**config.mk**
```make
export PLATFORM = sky130hd
export DESIGN_NAME = axil_slave_regfile_wr
export DESIGN_NICKNAME = d
export VERILOG_FILES = /design/src/rtl/axil_pkg.sv /design/src/rtl/axil_hold_reg.sv /design/src/rtl/axil_slave_regfile_wr.sv
export SDC_FILE = /design/constraint.sdc
export NUM_CORES = 1
export LEC_CHECK = 0
export ABC_AREA = 1
export BUFFER_PORTS_ARGS = -buffer_cell sky130_fd_sc_hd__buf_4
export CORE_UTILIZATION = 54
export CTS_BUF_LIST = sky130_fd_sc_hd__clkbuf_4 sky130_fd_sc_hd__clkbuf_8
export CTS_CLUSTER_DIAMETER = 200
export DETAILED_ROUTE_END_ITERATION = 10
export HOLD_SLACK_MARGIN = 0.1
export PLACE_DENSITY = 0.91
export SETUP_SLACK_MARGIN = 0.05
export SLEW_MARGIN = 15
export SYNTH_ARGS = -nofsm -noshare
export SYNTH_HDL_FRONTEND = slang
export SYNTH_HIERARCHICAL = 1
export SYNTH_SLANG_ARGS = --single-unit
```
**constraint.sdc**
```tcl
create_clock -name aclk -period 2 [get_ports aclk]
set_clock_uncertainty 0.05 [all_clocks]
set_input_delay 0.6 -clock aclk [delete_from_list [all_inputs] [get_ports aclk]]
set_output_delay 0.6 -clock aclk [all_outputs]
set_load 0.05 [all_outputs]
```
**src/rtl/axil_pkg.sv**
```systemverilog
// Shared AXI-Lite definitions for the register-file slave.
//   axil_resp_t  : B-channel response encoding (OKAY / SLVERR)
//   axil_strb_w  : byte-strobe width for a given data width
package axil_pkg;

   typedef enum logic [1:0] {
      AXIL_OKAY   = 2'b00,
      AXIL_SLVERR = 2'b10
   } axil_resp_t;

   // Number of byte lanes (strobe bits) for a data bus of data_w bits.
   function automatic int unsigned axil_strb_w(input int unsigned data_w);
      return data_w / 8;
   endfunction

endpackage

```
**src/rtl/axil_hold_reg.sv**
```systemverilog
// Single-entry valid/ready holding register.
//   clk, rst_n : clock, asynchronous active-low reset
//   in_valid   : upstream valid
//   in_ready   : upstream ready (high while empty, driven from a flop only)
//   in_data    : upstream payload
//   data       : held payload
//   full       : entry occupied
//   clear      : consumer frees the entry (only meaningful while full)
module axil_hold_reg #(
   parameter int unsigned WIDTH = 32
) (
   input  logic             clk,
   input  logic             rst_n,
   input  logic             in_valid,
   output logic             in_ready,
   input  logic [WIDTH-1:0] in_data,
   output logic [WIDTH-1:0] data,
   output logic             full,
   input  logic             clear
);

   logic             full_q;
   logic [WIDTH-1:0] data_q;

   always_ff @(posedge clk or negedge rst_n) begin
      if (!rst_n) begin
         full_q <= 1'b0;
         data_q <= '0;
      end else if (clear) begin
         full_q <= 1'b0;
      end else if (in_valid && !full_q) begin
         full_q <= 1'b1;
         data_q <= in_data;
      end
   end

   assign in_ready = !full_q;
   assign full     = full_q;
   assign data     = data_q;

endmodule

```
**src/rtl/axil_slave_regfile_wr.sv**
```systemverilog
// AXI-Lite write-only register file slave.
//   aclk, aresetn    : clock, asynchronous active-low reset
//   s_axil_aw*       : write address channel (buffered in a single-entry hold)
//   s_axil_w*        : write data channel (buffered independently of AW)
//   s_axil_b*        : write response, OKAY for in-range words, SLVERR otherwise
//   reg_data         : registered contents of the NUMBER_REG words
//   reg_wr_pulse     : one-cycle pulse on the word written by a successful commit
module axil_slave_regfile_wr
   import axil_pkg::*;
#(
   parameter int unsigned                AXI_DATA_WIDTH = 32,
   parameter int unsigned                AXI_ADDR_WIDTH = 32,
   parameter int unsigned                NUMBER_REG     = 8,
   parameter logic [AXI_ADDR_WIDTH-1:0]  BASE_ADDR      = 32'h1000_0000,
   parameter logic [AXI_DATA_WIDTH-1:0]  RESET_VALUE    = '0
) (
   input  logic                          aclk,
   input  logic                          aresetn,
   input  logic [AXI_ADDR_WIDTH-1:0]     s_axil_awaddr,
   input  logic                          s_axil_awvalid,
   output logic                          s_axil_awready,
   input  logic [AXI_DATA_WIDTH-1:0]     s_axil_wdata,
   input  logic [AXI_DATA_WIDTH/8-1:0]   s_axil_wstrb,
   input  logic                          s_axil_wvalid,
   output logic                          s_axil_wready,
   output logic [1:0]                    s_axil_bresp,
   output logic                          s_axil_bvalid,
   input  logic                          s_axil_bready,
   output logic [AXI_DATA_WIDTH-1:0]     reg_data [NUMBER_REG],
   output logic [NUMBER_REG-1:0]         reg_wr_pulse
);

   localparam int unsigned STRB_W     = axil_strb_w(AXI_DATA_WIDTH);
   localparam int unsigned BYTE_SHIFT = $clog2(STRB_W);

   logic                          aw_full;
   logic                          w_full;
   logic [AXI_ADDR_WIDTH-1:0]     aw_addr;
   logic [STRB_W+AXI_DATA_WIDTH-1:0] w_bundle;
   logic [AXI_DATA_WIDTH-1:0]     w_data;
   logic [STRB_W-1:0]             w_strb;

   logic                          commit;
   logic [AXI_ADDR_WIDTH-1:0]     off;
   logic [AXI_ADDR_WIDTH-1:0]     off_idx;
   logic                          legal;
   axil_resp_t                    result;

   logic                          bvalid_q;
   axil_resp_t                    bresp_q;
   logic [AXI_DATA_WIDTH-1:0]     reg_q [NUMBER_REG];
   logic [NUMBER_REG-1:0]         pulse_q;

   axil_hold_reg #(
      .WIDTH (AXI_ADDR_WIDTH)
   ) u_aw_hold (
      .clk      (aclk),
      .rst_n    (aresetn),
      .in_valid (s_axil_awvalid),
      .in_ready (s_axil_awready),
      .in_data  (s_axil_awaddr),
      .data     (aw_addr),
      .full     (aw_full),
      .clear    (commit)
   );

   axil_hold_reg #(
      .WIDTH (STRB_W + AXI_DATA_WIDTH)
   ) u_w_hold (
      .clk      (aclk),
      .rst_n    (aresetn),
      .in_valid (s_axil_wvalid),
      .in_ready (s_axil_wready),
      .in_data  ({s_axil_wstrb, s_axil_wdata}),
      .data     (w_bundle),
      .full     (w_full),
      .clear    (commit)
   );

   assign {w_strb, w_data} = w_bundle;

   // A pending response blocks the commit unless it is being accepted this cycle,
   // so a stalled B back-pressures both holds.
   assign commit = aw_full && w_full && (!bvalid_q || s_axil_bready);

   // Offset wraps modulo the address width; the explicit >= rejects addresses
   // below the base that would otherwise alias to a small index.
   assign off     = aw_addr - BASE_ADDR;
   assign off_idx = off >> BYTE_SHIFT;
   assign legal   = (aw_addr >= BASE_ADDR) && (off_idx < AXI_ADDR_WIDTH'(NUMBER_REG));
   assign result  = legal ? AXIL_OKAY : AXIL_SLVERR;

   always_ff @(posedge aclk or negedge aresetn) begin
      if (!aresetn) begin
         bvalid_q <= 1'b0;
         bresp_q  <= AXIL_OKAY;
      end else if (commit) begin
         bvalid_q <= 1'b1;
         bresp_q  <= result;
      end else if (s_axil_bready) begin
         bvalid_q <= 1'b0;
      end
   end

   always_ff @(posedge aclk or negedge aresetn) begin
      if (!aresetn) begin
         for (int unsigned i = 0; i < NUMBER_REG; i++) begin
            reg_q[i] <= RESET_VALUE;
         end
         pulse_q <= '0;
      end else begin
         pulse_q <= '0;
         if (commit && legal) begin
            for (int unsigned i = 0; i < NUMBER_REG; i++) begin
               if (off_idx == AXI_ADDR_WIDTH'(i)) begin
                  pulse_q[i] <= 1'b1;
                  for (int unsigned b = 0; b < STRB_W; b++) begin
                     if (w_strb[b]) begin
                        reg_q[i][8*b +: 8] <= w_data[8*b +: 8];
                     end
                  end
               end
            end
         end
      end
   end

   assign s_axil_bvalid = bvalid_q;
   assign s_axil_bresp  = bresp_q;
   assign reg_data      = reg_q;
   assign reg_wr_pulse  = pulse_q;

endmodule

```
* After elaboration in Yosys (flattened, before gate mapping)
Index checks and enable logic that the tools add are counted.
Operators by class: add/sub/neg operators 1, magnitude comparators 2, equality and inequality tests 7, mux-type cells 16, bitwise logic cells 1, reduce and logical (&&, ||, !) cells 48
Operators with widths (count):
- 30-bit by 3-bit equality test with 1-bit output (second input constant) | 4
- 3-bit AND reduction | 32
- 30-bit by 2-bit equality test with 1-bit output (second input constant) | 2
- 32-bit by 29-bit greater-or-equal comparator with 1-bit output (second input constant) | 1
- 32-bit logical NOT | 1
- 32-bit by 29-bit subtractor with 32-bit output (second input constant) | 1
- 30-bit by 1-bit equality test with 1-bit output (second input constant) | 1
- 30-bit by 4-bit less-than comparator with 1-bit output (second input constant) | 1
- 1-bit 2-to-1 mux | 14
- 8-bit 2-to-1 mux | 1
- 1-bit logical AND | 6
- 2-bit nonzero test | 3
- 2-bit AND reduction | 2
- 1-bit logical NOT | 3
- 2-bit 2-to-1 mux | 1
- 1-bit logical OR | 1
- 1-bit NOT | 1
Storage, ports and cells: flip-flop bits (word level) 337, output and inout bits 269

* Depth between registers and ports, before layout
depth in word-level cells 5, mapped depth 10, depth with buffers taken out 9

* Cells and area by module
Netlist, hierarchy kept.
Modules (own cells, without submodules):
- axil_slave_regfile_wr | instances 1, cells an instance 1264, area each 11265.8 um^2
- axil_hold_reg at u_w_hold | instances 1, cells an instance 160, area each 1455.1 um^2
- axil_hold_reg at u_aw_hold | instances 1, cells an instance 144, area each 1323.8 um^2

* Least setup slack after synthesis
OpenSTA, ideal clock, no wires.
path kind flip-flop to flip-flop, from reg bvalid_q (netlist: s_axil_bvalid), to reg reg_q (netlist bit reg_data[160]), arrival time 1.789 ns, path slack 0.042 ns, cell stages (with the launch flop) 10, buffers on the path 1, cells stage by stage dfrtp_1 nand2_1 nand2_1 nor2_1 nand2_1 nor2_4 buf_2 nand3_2 nand2_1 nand2_1
Between the ends: cells in the longest elaborated chain, start to end 5
RTL lines:
- from (decl) | line axil_slave_regfile_wr.sv:49 | logic bvalid_q;
- from (signal assigned) | line axil_slave_regfile_wr.sv:95 | bvalid_q <= 1'b0;
- from (signal assigned) | line axil_slave_regfile_wr.sv:98 | bvalid_q <= 1'b1;
- from (signal assigned) | line axil_slave_regfile_wr.sv:101 | bvalid_q <= 1'b0;
- 1-bit logical NOT | line axil_slave_regfile_wr.sv:84 | assign commit = aw_full && w_full && (!bvalid_q || s_axil_bready);
- 1-bit logical OR | line axil_slave_regfile_wr.sv:84
- 1-bit logical AND | line axil_slave_regfile_wr.sv:84
- 1-bit logical AND | line axil_slave_regfile_wr.sv:113 | if (commit && legal) begin
- 3-bit AND reduction (no source line)
- to (signal, indexed assignment) | line axil_slave_regfile_wr.sv:119 | reg_q[i][8*b +: 8] <= w_data[8*b +: 8];
- to (decl) | line axil_slave_regfile_wr.sv:51 | logic [AXI_DATA_WIDTH-1:0] reg_q [NUMBER_REG];
Every way passes these cells. A chain may end at the register's enable or synchronous reset.

* Worst setup path after layout
from reg u_aw_hold.data_q[13] (netlist: u_aw_hold/data[13]), to reg reg_q (netlist bit reg_data[107])
Between the ends: cells in the longest elaborated chain, start to end 5
RTL lines:
- from (decl) | line axil_hold_reg.sv:23 | logic [WIDTH-1:0] data_q;
- from (signal assigned) | line axil_hold_reg.sv:33 | data_q <= in_data;
- 32-bit by 29-bit subtractor with 32-bit output | line axil_slave_regfile_wr.sv:88 | assign off = aw_addr - BASE_ADDR;
- 30-bit by 4-bit less-than comparator with 1-bit output | line axil_slave_regfile_wr.sv:90 | assign legal = (aw_addr >= BASE_ADDR) && (off_idx < AXI_ADDR_WIDTH'(NUMBER_REG));
- 1-bit logical AND | line axil_slave_regfile_wr.sv:90
- 1-bit logical AND | line axil_slave_regfile_wr.sv:113
- 3-bit AND reduction (no source line) *
Mark *: on every way between the ends. The rest lies on a longest branch, timed or not.

==> flow_summary.rst <==
.. list-table::
   :header-rows: 1

   * - Metric
     - Value
   * - Routed via count divided by cell count
     - approximately 6.3
   * - Number of nets still failing antenna checks after routing
     - 0
   * - Hold_sp
     - s_axil_wdata[12]
   * - Worst reg-to-reg setup slack
     - -90 ps
   * - Crit-path max cell delay
     - 410 ps
   * - Power Dens Cells
     - 951 nW/um^2
   * - Cell seen most often among critical-path stages
     - sky130_fd_sc_hd__nand2_2
   * - Yosys warning total
     - 6
   * - Failing checks
     - negative setup slack
   * - Tightest Pin Transition
     - about 950 ps
   * - Maximum Capacitance Violations
     - 0
   * - Post-Syn Area
     - 14000 sq um
   * - Worst min path class
     - in2reg
   * - Syn nets
     - 1633
   * - Cell-by-cell trace of the critical path
     - nor2_2, nand2_2, nor2_2, nand2_2, nor2_4, buf_6, buf_8, buf_12, nand3_4, nand2_2, nand2_2
   * - Post-place instance area
     - 17400 sq um
   * - Die width
     - 163 um
   * - R2R Path Start
     - u_aw_hold/data[13]
   * - Num rows
     - 58
   * - Commonest non-fill, non-tap cells in the layout
     - sky130_fd_sc_hd__nand2_1 (548), sky130_fd_sc_hd__buf_4 (425), sky130_fd_sc_hd__dfrtp_1 (330), sky130_fd_sc_hd__nand4_1 (256), sky130_fd_sc_hd__nand2_2 (116)
   * - Required time reported for the critical path endpoint
     - 2430 ps
   * - Vias in the first global route
     - 13700
   * - Total wire length after detailed routing
     - 55000 um
   * - Most frequent standard cell in the layout excluding fill and tap cells
     - sky130_fd_sc_hd__nand2_1
   * - Number of DRC violations after detailed-routing iteration 0
     - 1994
   * - Remaining routing DRC violations
     - 0
   * - Leakage
     - 10.9 nW
   * - TritonCTS clock tree
     - built
   * - Peak Freq
     - 479 MHz
   * - Final cell area excluding filler cells
     - 20100 sq um
   * - Final setup TNS
     - -706 ps
   * - Category of the worst setup path launch point
     - flop
   * - Storage element area
     - 8360 sq um
   * - Die area
     - 26500 sq um
   * - Depth of the CTS H-tree
     - 2
   * - Kind of cell with the highest combined delay on the critical path
     - simple AND/OR/NAND/NOR gates
   * - Area Growth Syn to Fin
     - 43.6%
   * - Count of filler cells inserted in the layout
     - 1374
   * - Buffer depth of the longest clock path
     - 3
   * - Critical path origin
     - u_aw_hold/data[13]
   * - Global placement routability congestion
     - ~0.9
   * - Buffers added on ports
     - 338
   * - Die Height
     - 163 um
   * - Slowest stage cell, crit path
     - sky130_fd_sc_hd__dfrtp_1
   * - Crit share post-route
     - 104%
   * - Kind of critical path
     - reg2reg
   * - Final setup violating endpoints
     - 27
   * - Core occupancy in the finished layout
     - between 70% and 80%
   * - NumNets Final
     - 2044
   * - Worst rel slew slack
     - 36.8%
   * - CP endpoint kind
     - flop
   * - Final number of max-transition violations
     - 0
   * - Least setup slack across all paths after layout
     - -86.4 ps
   * - Data arrival, critical path
     - 2520 ps
   * - Worst Path Max Fanout
     - 8
   * - Run status
     - finished with violations
   * - Number of iterations in the first detailed-routing pass
     - 8
   * - Total overflow reported by the global router
     - 0
   * - Post-DR wirelength/cell
     - 23.5 um
   * - Count of pins on the block boundary
     - 342
   * - Footprint of the multi-input gates
     - 5610 sq um
   * - Clock Tree Root
     - sky130_fd_sc_hd__clkbuf_8
   * - Final-layout worst hold slack
     - 189 ps
   * - Placeable core region
     - roughly 25000 sq um
   * - Number of sinks driven by the clock tree
     - 334
   * - Effective utilization at floorplan
     - 55.3%
   * - Min cycle time layout
     - 2090 ps
   * - IR drop worst, VDD
     - 0.000790 V
   * - Maximum number of pins on one net before global-route repair
     - 74
   * - Setup repair after global routing missed its margin
     - yes
   * - Layout cells sized above 1
     - 38.1%
   * - Synthesized area divided by synthesized cell count
     - slightly below 9 sq um
   * - Clock-pin slew on the worst setup and hold paths
     - 70 ps
   * - Vias after detailed routing
     - 14700
   * - CP bufs+invs
     - 3
   * - Global-route wire length before repair
     - between 70000 and 80000 um
   * - Final-report hold violation count
     - 0
   * - Aggregate global-route resource usage
     - 36.8%
   * - Cts bufs inserted
     - 51
   * - Clk_lat worst skew
     - 580 ps
   * - Cells after Synth
     - 1560
   * - Detail Placement HPWL
     - 30800 um
   * - Initial antenna violation count
     - 4
==> cell type report <==
type                    count  area share, %
diodes                      2         0.0250
well taps                 330           2.06
flip-flops and latches    334           41.7
clock buffers              84           5.20
clock inverters             8          0.480
repair buffers            499           22.3
multi-input cells        1074           28.0
inverters                  11          0.231
==> worst register-to-register path, stage by stage (launching register included) <==
cell and delay, ps:
sky130_fd_sc_hd__dfrtp_1 410, sky130_fd_sc_hd__nor2_2 160, sky130_fd_sc_hd__nand2_2 100, sky130_fd_sc_hd__nor2_2 140, sky130_fd_sc_hd__nand2_2 90, sky130_fd_sc_hd__nor2_4 120
sky130_fd_sc_hd__buf_6 130, sky130_fd_sc_hd__buf_8 130, sky130_fd_sc_hd__buf_12 160, sky130_fd_sc_hd__nand3_4 180, sky130_fd_sc_hd__nand2_2 250, sky130_fd_sc_hd__nand2_2 80
==> per-stage QoR <==
step / setup WS (ps) / total power, mW / std cells
4_1_cts: 18.9 / 18.4 / 2295
3_3_place_gp: -200 / 11.9 / 2195
6_report: -86.4 / 19.1 / 2342
3_5_place_dp: -316 / 12.1 / 2195
2_1_floorplan: 59.2 / 10.5 / 1560
5_1_grt: -196 / 19.6 / 2340
==> state kept, by name, summed over array words and instances (netlist names) <==
| register | cells |
|---|---|
| reg_wr_pulse | 8 |
| u_aw_hold/full | 1 |
| s_axil_bresp | 1 |
| s_axil_bvalid | 1 |
| u_aw_hold/data | 30 |
| u_w_hold/data | 36 |
| reg_data | 256 |
| u_w_hold/full | 1 |
==> where the power goes <==
part	internal (mW)	switching [mW]	leakage, nW
Combinational	1.20	2.23	5.70
Clock	3.55	2.77	0.611
Sequential	7.40	1.93	4.55
Total	12.2	6.93	10.9
==> repair_timing <==
action / 4_1_cts / 5_1_grt
gates cloned: 2 / 11
hold endpoints to repair: 25 / 0
setup buffers: 5 / 35
hold buffers: 1 / 0
gates resized for setup: 40 / 187
endpoints found under the setup margin: 243 / 258
pin swaps: 2 / 49
==> per-layer routing <==
layer | vias up | global-route usage, % | wire [um]
met1 | 6948 | 45.0 | 18600
met5 | - | 0 | 21
li1 | 6103 | - | -
met3 | 367 | 9.14 | 6710
met2 | 1301 | 58.6 | 25900
met4 | 4 | 22.9 | 3850
==> final timing paths <==
check	end	cells past startpoint
setup / recovery	reg_data[107]	11
hold / removal	u_w_hold/data[12]	3
setup reg to reg	reg_data[107]	11
hold reg to reg	u_aw_hold/data[21]	2
max in group asynchronous	reg_data[159]	4
min in group asynchronous	u_aw_hold/data[25]	2
(Power assumes the default switching activity.)
